--- src/rtl/writeback_regfile_if.sv ---
// Bundle between the memory stage, decode and the write-back/register-file block.
// The slave modport is the write-back block; the master side drives the M fields and read addresses.
interface writeback_regfile_if #(
  parameter int CNT_W = 32
);
  logic [3:0]       M_stat;
  logic [3:0]       M_icode;
  logic [63:0]      M_valE;
  logic [63:0]      m_valM;
  logic [3:0]       M_dstE;
  logic [3:0]       M_dstM;
  logic             W_stall;
  logic             W_bubble;
  logic [3:0]       srcA;
  logic [3:0]       srcB;
  logic [63:0]      rvalA;
  logic [63:0]      rvalB;
  logic [3:0]       W_stat;
  logic [3:0]       W_icode;
  logic [63:0]      W_valE;
  logic [63:0]      W_valM;
  logic [3:0]       W_dstE;
  logic [3:0]       W_dstM;
  logic [3:0]       Stat;
  logic             halted;
  logic [CNT_W-1:0] retired;

  modport master (
    output M_stat, M_icode, M_valE, m_valM, M_dstE, M_dstM,
    output W_stall, W_bubble, srcA, srcB,
    input  rvalA, rvalB, W_stat, W_icode, W_valE, W_valM, W_dstE, W_dstM,
    input  Stat, halted, retired
  );

  modport slave (
    input  M_stat, M_icode, M_valE, m_valM, M_dstE, M_dstM,
    input  W_stall, W_bubble, srcA, srcB,
    output rvalA, rvalB, W_stat, W_icode, W_valE, W_valM, W_dstE, W_dstM,
    output Stat, halted, retired
  );
endinterface

--- src/rtl/writeback_regfile.sv ---
// Y86-64 write-back stage: W pipeline register, 15 x 64-bit register file with two
// combinational read ports, sticky halt flag, architectural status and retired counter.
module writeback_regfile #(
  parameter logic [63:0] STACK_TOP = 64'd2047,
  parameter int          CNT_W     = 32
) (
  input  logic               clk,
  input  logic               reset,
  writeback_regfile_if.slave bus
);

  typedef enum logic [3:0] {
    STAT_BUB = 4'd0,
    STAT_AOK = 4'd1,
    STAT_HLT = 4'd2,
    STAT_ADR = 4'd3,
    STAT_INS = 4'd4
  } stat_e;

  localparam logic [3:0] REG_NONE   = 4'hF;
  localparam logic [3:0] REG_RSP    = 4'd4;
  localparam logic [3:0] ICODE_NOP  = 4'd1;
  localparam int         NUM_REGS   = 15;

  typedef struct packed {
    logic [3:0]  stat;
    logic [3:0]  icode;
    logic [63:0] val_e;
    logic [63:0] val_m;
    logic [3:0]  dst_e;
    logic [3:0]  dst_m;
  } w_reg_t;

  localparam w_reg_t W_BUBBLE = '{
    stat:  STAT_BUB,
    icode: ICODE_NOP,
    val_e: 64'd0,
    val_m: 64'd0,
    dst_e: REG_NONE,
    dst_m: REG_NONE
  };

  w_reg_t           w_q;
  w_reg_t           w_next;
  logic             load_w;
  logic             commit;
  logic             committed;
  logic             halted;
  logic             exc_in_w;
  logic [CNT_W-1:0] retired;
  logic [63:0]      regs [NUM_REGS];

  // Halted freezes W exactly like a stall; bubble only matters when W is free to load.
  assign load_w   = !halted && !bus.W_stall;
  assign exc_in_w = (w_q.stat == STAT_HLT) || (w_q.stat == STAT_ADR) || (w_q.stat == STAT_INS);
  assign commit   = (w_q.stat == STAT_AOK) && !halted && !committed;

  always_comb begin
    // NOTE: every always_comb output gets a default first, so no path leaves it unassigned and no latch is inferred.
    w_next = w_q;
    if (load_w) begin
      if (bus.W_bubble) begin
        w_next = W_BUBBLE;
      end else begin
        w_next.stat  = bus.M_stat;
        w_next.icode = bus.M_icode;
        w_next.val_e = bus.M_valE;
        w_next.val_m = bus.m_valM;
        w_next.dst_e = bus.M_dstE;
        w_next.dst_m = bus.M_dstM;
      end
    end
  end

  // NOTE: sequential state uses non-blocking assignments so every flop samples pre-edge values.
  always_ff @(posedge clk) begin
    if (reset) begin
      w_q <= W_BUBBLE;
    end else begin
      w_q <= w_next;
    end
  end

  // A held instruction commits once; the flag clears whenever W takes a new instruction.
  always_ff @(posedge clk) begin
    if (reset) begin
      committed <= 1'b0;
    end else if (load_w) begin
      committed <= 1'b0;
    end else if (commit) begin
      committed <= 1'b1;
    end
  end

  always_ff @(posedge clk) begin
    if (reset) begin
      halted <= 1'b0;
    end else if (exc_in_w) begin
      halted <= 1'b1;
    end
  end

  always_ff @(posedge clk) begin
    if (reset) begin
      retired <= '0;
    end else if (commit) begin
      retired <= retired + 1'b1;
    end
  end

  always_ff @(posedge clk) begin
    if (reset) begin
      // NOTE: the register array is reset entry by entry because %rsp must come up at STACK_TOP, not zero.
      for (int i = 0; i < NUM_REGS; i++) begin
        regs[i] <= (i == int'(REG_RSP)) ? STACK_TOP : 64'd0;
      end
    end else if (commit) begin
      if (w_q.dst_e != REG_NONE) begin
        regs[w_q.dst_e] <= w_q.val_e;
      end
      // Issued last so valM wins when both destinations match (popq %rsp).
      if (w_q.dst_m != REG_NONE) begin
        regs[w_q.dst_m] <= w_q.val_m;
      end
    end
  end

  // No internal bypass: decode forwards from the W_* outputs itself.
  assign bus.rvalA = (bus.srcA == REG_NONE) ? 64'd0 : regs[bus.srcA];
  assign bus.rvalB = (bus.srcB == REG_NONE) ? 64'd0 : regs[bus.srcB];

  assign bus.W_stat  = w_q.stat;
  assign bus.W_icode = w_q.icode;
  assign bus.W_valE  = w_q.val_e;
  assign bus.W_valM  = w_q.val_m;
  assign bus.W_dstE  = w_q.dst_e;
  assign bus.W_dstM  = w_q.dst_m;
  assign bus.Stat    = (w_q.stat == STAT_BUB) ? STAT_AOK : w_q.stat;
  assign bus.halted  = halted;
  assign bus.retired = retired;

endmodule

--- src/flat_wrapper.sv ---
// flat-port wrapper written by rule: the top's interface ports become plain ports
module writeback_regfile_flat 
#(
  parameter logic [63:0] STACK_TOP = 64'd2047,
  parameter int          CNT_W     = 32
)
  (clk, reset, bus_M_stat, bus_M_icode, bus_M_valE, bus_m_valM, bus_M_dstE, bus_M_dstM, bus_W_stall, bus_W_bubble, bus_srcA, bus_srcB, bus_rvalA, bus_rvalB, bus_W_stat, bus_W_icode, bus_W_valE, bus_W_valM, bus_W_dstE, bus_W_dstM, bus_Stat, bus_halted, bus_retired);
  writeback_regfile_if #(.CNT_W(CNT_W)) bus_i ();
  input  logic clk;
  input  logic reset;
  input wire logic [$bits(bus_i.M_stat)-1:0] bus_M_stat;
  input wire logic [$bits(bus_i.M_icode)-1:0] bus_M_icode;
  input wire logic [$bits(bus_i.M_valE)-1:0] bus_M_valE;
  input wire logic [$bits(bus_i.m_valM)-1:0] bus_m_valM;
  input wire logic [$bits(bus_i.M_dstE)-1:0] bus_M_dstE;
  input wire logic [$bits(bus_i.M_dstM)-1:0] bus_M_dstM;
  input wire logic [$bits(bus_i.W_stall)-1:0] bus_W_stall;
  input wire logic [$bits(bus_i.W_bubble)-1:0] bus_W_bubble;
  input wire logic [$bits(bus_i.srcA)-1:0] bus_srcA;
  input wire logic [$bits(bus_i.srcB)-1:0] bus_srcB;
  output wire logic [$bits(bus_i.rvalA)-1:0] bus_rvalA;
  output wire logic [$bits(bus_i.rvalB)-1:0] bus_rvalB;
  output wire logic [$bits(bus_i.W_stat)-1:0] bus_W_stat;
  output wire logic [$bits(bus_i.W_icode)-1:0] bus_W_icode;
  output wire logic [$bits(bus_i.W_valE)-1:0] bus_W_valE;
  output wire logic [$bits(bus_i.W_valM)-1:0] bus_W_valM;
  output wire logic [$bits(bus_i.W_dstE)-1:0] bus_W_dstE;
  output wire logic [$bits(bus_i.W_dstM)-1:0] bus_W_dstM;
  output wire logic [$bits(bus_i.Stat)-1:0] bus_Stat;
  output wire logic [$bits(bus_i.halted)-1:0] bus_halted;
  output wire logic [$bits(bus_i.retired)-1:0] bus_retired;
  assign bus_i.M_stat = bus_M_stat;
  assign bus_i.M_icode = bus_M_icode;
  assign bus_i.M_valE = bus_M_valE;
  assign bus_i.m_valM = bus_m_valM;
  assign bus_i.M_dstE = bus_M_dstE;
  assign bus_i.M_dstM = bus_M_dstM;
  assign bus_i.W_stall = bus_W_stall;
  assign bus_i.W_bubble = bus_W_bubble;
  assign bus_i.srcA = bus_srcA;
  assign bus_i.srcB = bus_srcB;
  assign bus_rvalA = bus_i.rvalA;
  assign bus_rvalB = bus_i.rvalB;
  assign bus_W_stat = bus_i.W_stat;
  assign bus_W_icode = bus_i.W_icode;
  assign bus_W_valE = bus_i.W_valE;
  assign bus_W_valM = bus_i.W_valM;
  assign bus_W_dstE = bus_i.W_dstE;
  assign bus_W_dstM = bus_i.W_dstM;
  assign bus_Stat = bus_i.Stat;
  assign bus_halted = bus_i.halted;
  assign bus_retired = bus_i.retired;
  writeback_regfile #(.STACK_TOP(STACK_TOP), .CNT_W(CNT_W)) u_core (.clk(clk), .reset(reset), .bus(bus_i));
endmodule
--- config.mk ---
export PLATFORM = sky130hd
export DESIGN_NAME = writeback_regfile_flat
export DESIGN_NICKNAME = d
export VERILOG_FILES = /design/src/rtl/writeback_regfile_if.sv /design/src/rtl/writeback_regfile.sv /design/src/flat_wrapper.sv
export SDC_FILE = /design/constraint.sdc
export NUM_CORES = 2
export LEC_CHECK = 0
export CORE_ASPECT_RATIO = 1.25
export CORE_UTILIZATION = 35
export DETAILED_ROUTE_END_ITERATION = 6
export GPL_TIMING_DRIVEN = 0
export MAX_ROUTING_LAYER = met4
export PLACE_DENSITY = 0.52
export SETUP_SLACK_MARGIN = 0.02
export SLEW_MARGIN = 20
export SYNTH_ARGS = -nofsm -noshare
export SYNTH_HDL_FRONTEND = slang
export SYNTH_SLANG_ARGS = --single-unit
--- constraint.sdc ---
create_clock -name clk -period 20.1 [get_ports clk]
set_input_delay 2.01 -clock clk [delete_from_list [all_inputs] [get_ports clk]]
set_output_delay 2.01 -clock clk [all_outputs]
set_load 0.1 [all_outputs]
==> flow_summary.toml <==
[critical_path]
critPathCaptureType = "primary output"
crit_type = "input port to primary output"
cp.arrival_ns = 6.93
crit_path_max_fanout = 10
worstSetupStartpointType = "input port"
r2r_cells = 7
required_ns = 18.09

[global_route]
grt_antenna_before_repair = 19
grt_max_degree = 41
grt_pass1_vias = 49320
track_usage = 0.2990
grt_pass1_wl_um = 371800
overflow = 0

[cells_and_area]
postLayoutCellArea_um2 = 77630
syn_to_final_growth_pct = 22.60
layout-drive-gt1-share = 0.1646
mostFrequentLayoutCells = "a22o_1 (1084), edfxtp_1 (1024), clkbuf_1 (542)"
nets = 5377
layout_commonest_cell = "a22o_1"

[logic_synthesis]
yosys.cell_types.count = 57
avgSynthCellArea_um2 = 14.15
ys.flop_type = "edfxtp_1"
yosysWarnings = 0
netlist_instances = 4475
synthesis.area_um2 = 63320
ys_ff_latch = 1202
async_reset_ff_frac = 0
synth_edf_count = 1024
ys_seq_area_frac = 0.5419

[clocking]
cts_made_buffers = 141
cts_root_buf = "clkbuf_16"
numClockSinks = 1202
h-tree-depth = 4
cts.path.max_buffers = 3
cts_tree = "yes"
postCtsHoldBufs = 0
clkTransAtPathRegs_ns = 0.06
cts_setup_buffers = 0
cts_resized = 0
clock_latency_ns = 0.83

[place]
dp_hpwl_um = 195600
postPlaceCellArea_um2 = 73100
gp_congestion = 0.9166
numPortBuffers = 460

[worst_hold_path]
min_path_type = "flop to flop"
hold_depth = 1

[routing]
ant_nets = 0
drt-total-wl_um = 272400
vias_per_cell = 6.328
wl_per_cell_um = 35.24
drt_iter0_markers = 5975
dr.pass1.iters = 7
route.detailed.drc = 124
via_count = 48920

[sta]
period_minus_slack_ns = 8.936
worst_pin_slew_ns = 1.189
finalHoldViolations = 0
rsz0062_at_grt = "no"
max_slew_margin = 0.2071
fin_crit_sh = 0.4446
fmax_mhz = 111.9
fin_skew_ns = 0.04267
slew_violations = 0
final.setup.tns_ns = 0
whs_ns = 0.4842
setup_violations = 0

[pwr]
seq_power_share = 0.434
pwr-share-comb = 0.173
power.switching_mw = 1.971
power.internal_mw = 4.557
p_leak_nw = 26.91
powerDensity_nw_per_um2 = 84.08
swShare = 0.3019
vdd_ir_drop_max_uv = 56.55
clockPowerShare = 0.394

[die]
core-area_um2 = 179800
die_h_um = 477.5
start_util = 0.3521
die_x_um = 382.4
ios = 465
rows = 174
die_area_um2 = 182600

[run]
cap_violations = 0

[run_status]
violations = "DRC"
status = "finished with violations"
critical path, cell delays in order:
cell,delay (ns)
clkbuf_1,0.37
clkbuf_1,0.83
buf_1,0.94
mux2i_1,0.17
a221oi_1,0.74
a21oi_1,0.07
o21ai_0,0.52
clkdlybuf4s50_1,1.25
metal layers:
layer,vias to the layer above,track usage,share of wire
li1,20090,-,-
met1,25200,0.3565,0.38
met2,2953,0.4738,0.48
met3,670,0.07453,0.098
met4,0,0.1403,0.050
met5,-,-,0
flip-flops by register name, summed over array words and instances (netlist names):
signal,flops
u_core.bus.W_dstM,4
u_core.bus.retired,32
u_core.committed,1
u_core.bus.halted,1
u_core.bus.W_valM,64
u_core.regs,1024
u_core.bus.W_dstE,4
u_core.bus.W_icode,4
u_core.bus.W_stat,4
u_core.bus.W_valE,64
worst paths after layout:
kind	slack, ns	startpoint	end
max	11.16	bus_srcA[0]	bus_rvalA[21]
min	0.48	u_core.bus.W_icode[1]	u_core.bus.W_icode[1]
max reg2reg	15.23	u_core.bus.W_dstM[0]	u_core.regs[0][54]
min reg2reg	0.48	u_core.bus.W_icode[1]	u_core.bus.W_icode[1]
cells by family (layout without fill, tap and decap cells):
| kind of cell | count (synthesis) | in the layout | share of synthesized area |
|---|---|---|---|
| AOI/OAI and AO/OA | 1656 | 1656 | 0.2113 |
| xor gates and xnor gates | 26 | 26 | 0.003596 |
| adders and majority gates | 1 | 1 | 0.0001976 |
| buffers and inverters | 775 | 1572 | 0.04993 |
| DFF | 1202 | 1202 | 0.5419 |
| muxes | 641 | 641 | 0.1772 |
| other | 1 | 84 | 0.00005922 |
| and+or+nand+nor | 173 | 173 | 0.01583 |
final cells by class:
type	instances	area [µm²]
Timing Repair Buffer	539	6272
Clock inverter	77	670.6
Fill cell	16700	102200
Clock buffer	181	3811
Inverter	11	41.29
Antenna cell	20	50.05
Buffer	764	3159
Multi-Input combinational cell	2561	26340
Sequential cell	1202	34310
Tap cell	2376	2973
power groups by stage:
stage               Sequential, mW  Clock [mW]  Combinational (mW)
floorplan                     2.97           0               0.615
global placement              2.90           0                1.08
detailed placement            2.88           0                1.12
CTS                           2.83        2.59                1.12
global route                  2.84        2.67                1.16
finish                        2.83        2.57                1.13
through the flow:
| stage | std cells | setup WS [ns] | utilization | power (mW) |
|---|---|---|---|---|
| finish | 7731 | 11.16 | 0.4317 | 6.527 |
| global route | 7724 | 11.07 | 0.4316 | 6.663 |
| CTS | 7711 | 11.35 | 0.4314 | 6.538 |
| detailed placement | 7453 | 11.38 | 0.4065 | 4.000 |
| global placement | 7374 | 6.615 | 0.3956 | 3.975 |
| floorplan | 4538 | 12.59 | - | 3.588 |
cell usage after synthesis (all sizes together), types with 3 or more instances:
cell    instances  area share
or3             5     0.00049
a211o           6     0.00083
mux4          384        0.14
a22o         1084        0.15
o22a           19      0.0026
and4            4     0.00055
xnor2          23      0.0032
xor2            3     0.00042
a22oi         128       0.015
and3            4     0.00040
a31oi           4     0.00040
inv            11     0.00065
a211oi          4     0.00079
clkbuf        532       0.032
nand3          14      0.0015
nor2b           6     0.00059
o21ai         135       0.011
nor4           18      0.0028
nand2b          6     0.00059
a21oi         136       0.011
mux2i         257       0.041
dfxtp         178       0.056
nor2           55      0.0033
or2             3     0.00030
nand4           7     0.00069
o221ai          3     0.00042
nor3           22      0.0022
nand2          20      0.0012
a311o           3     0.00047
a221oi        128       0.018
edfxtp       1024        0.49
buf           232       0.018
Power figures use the tool's default switching activity.
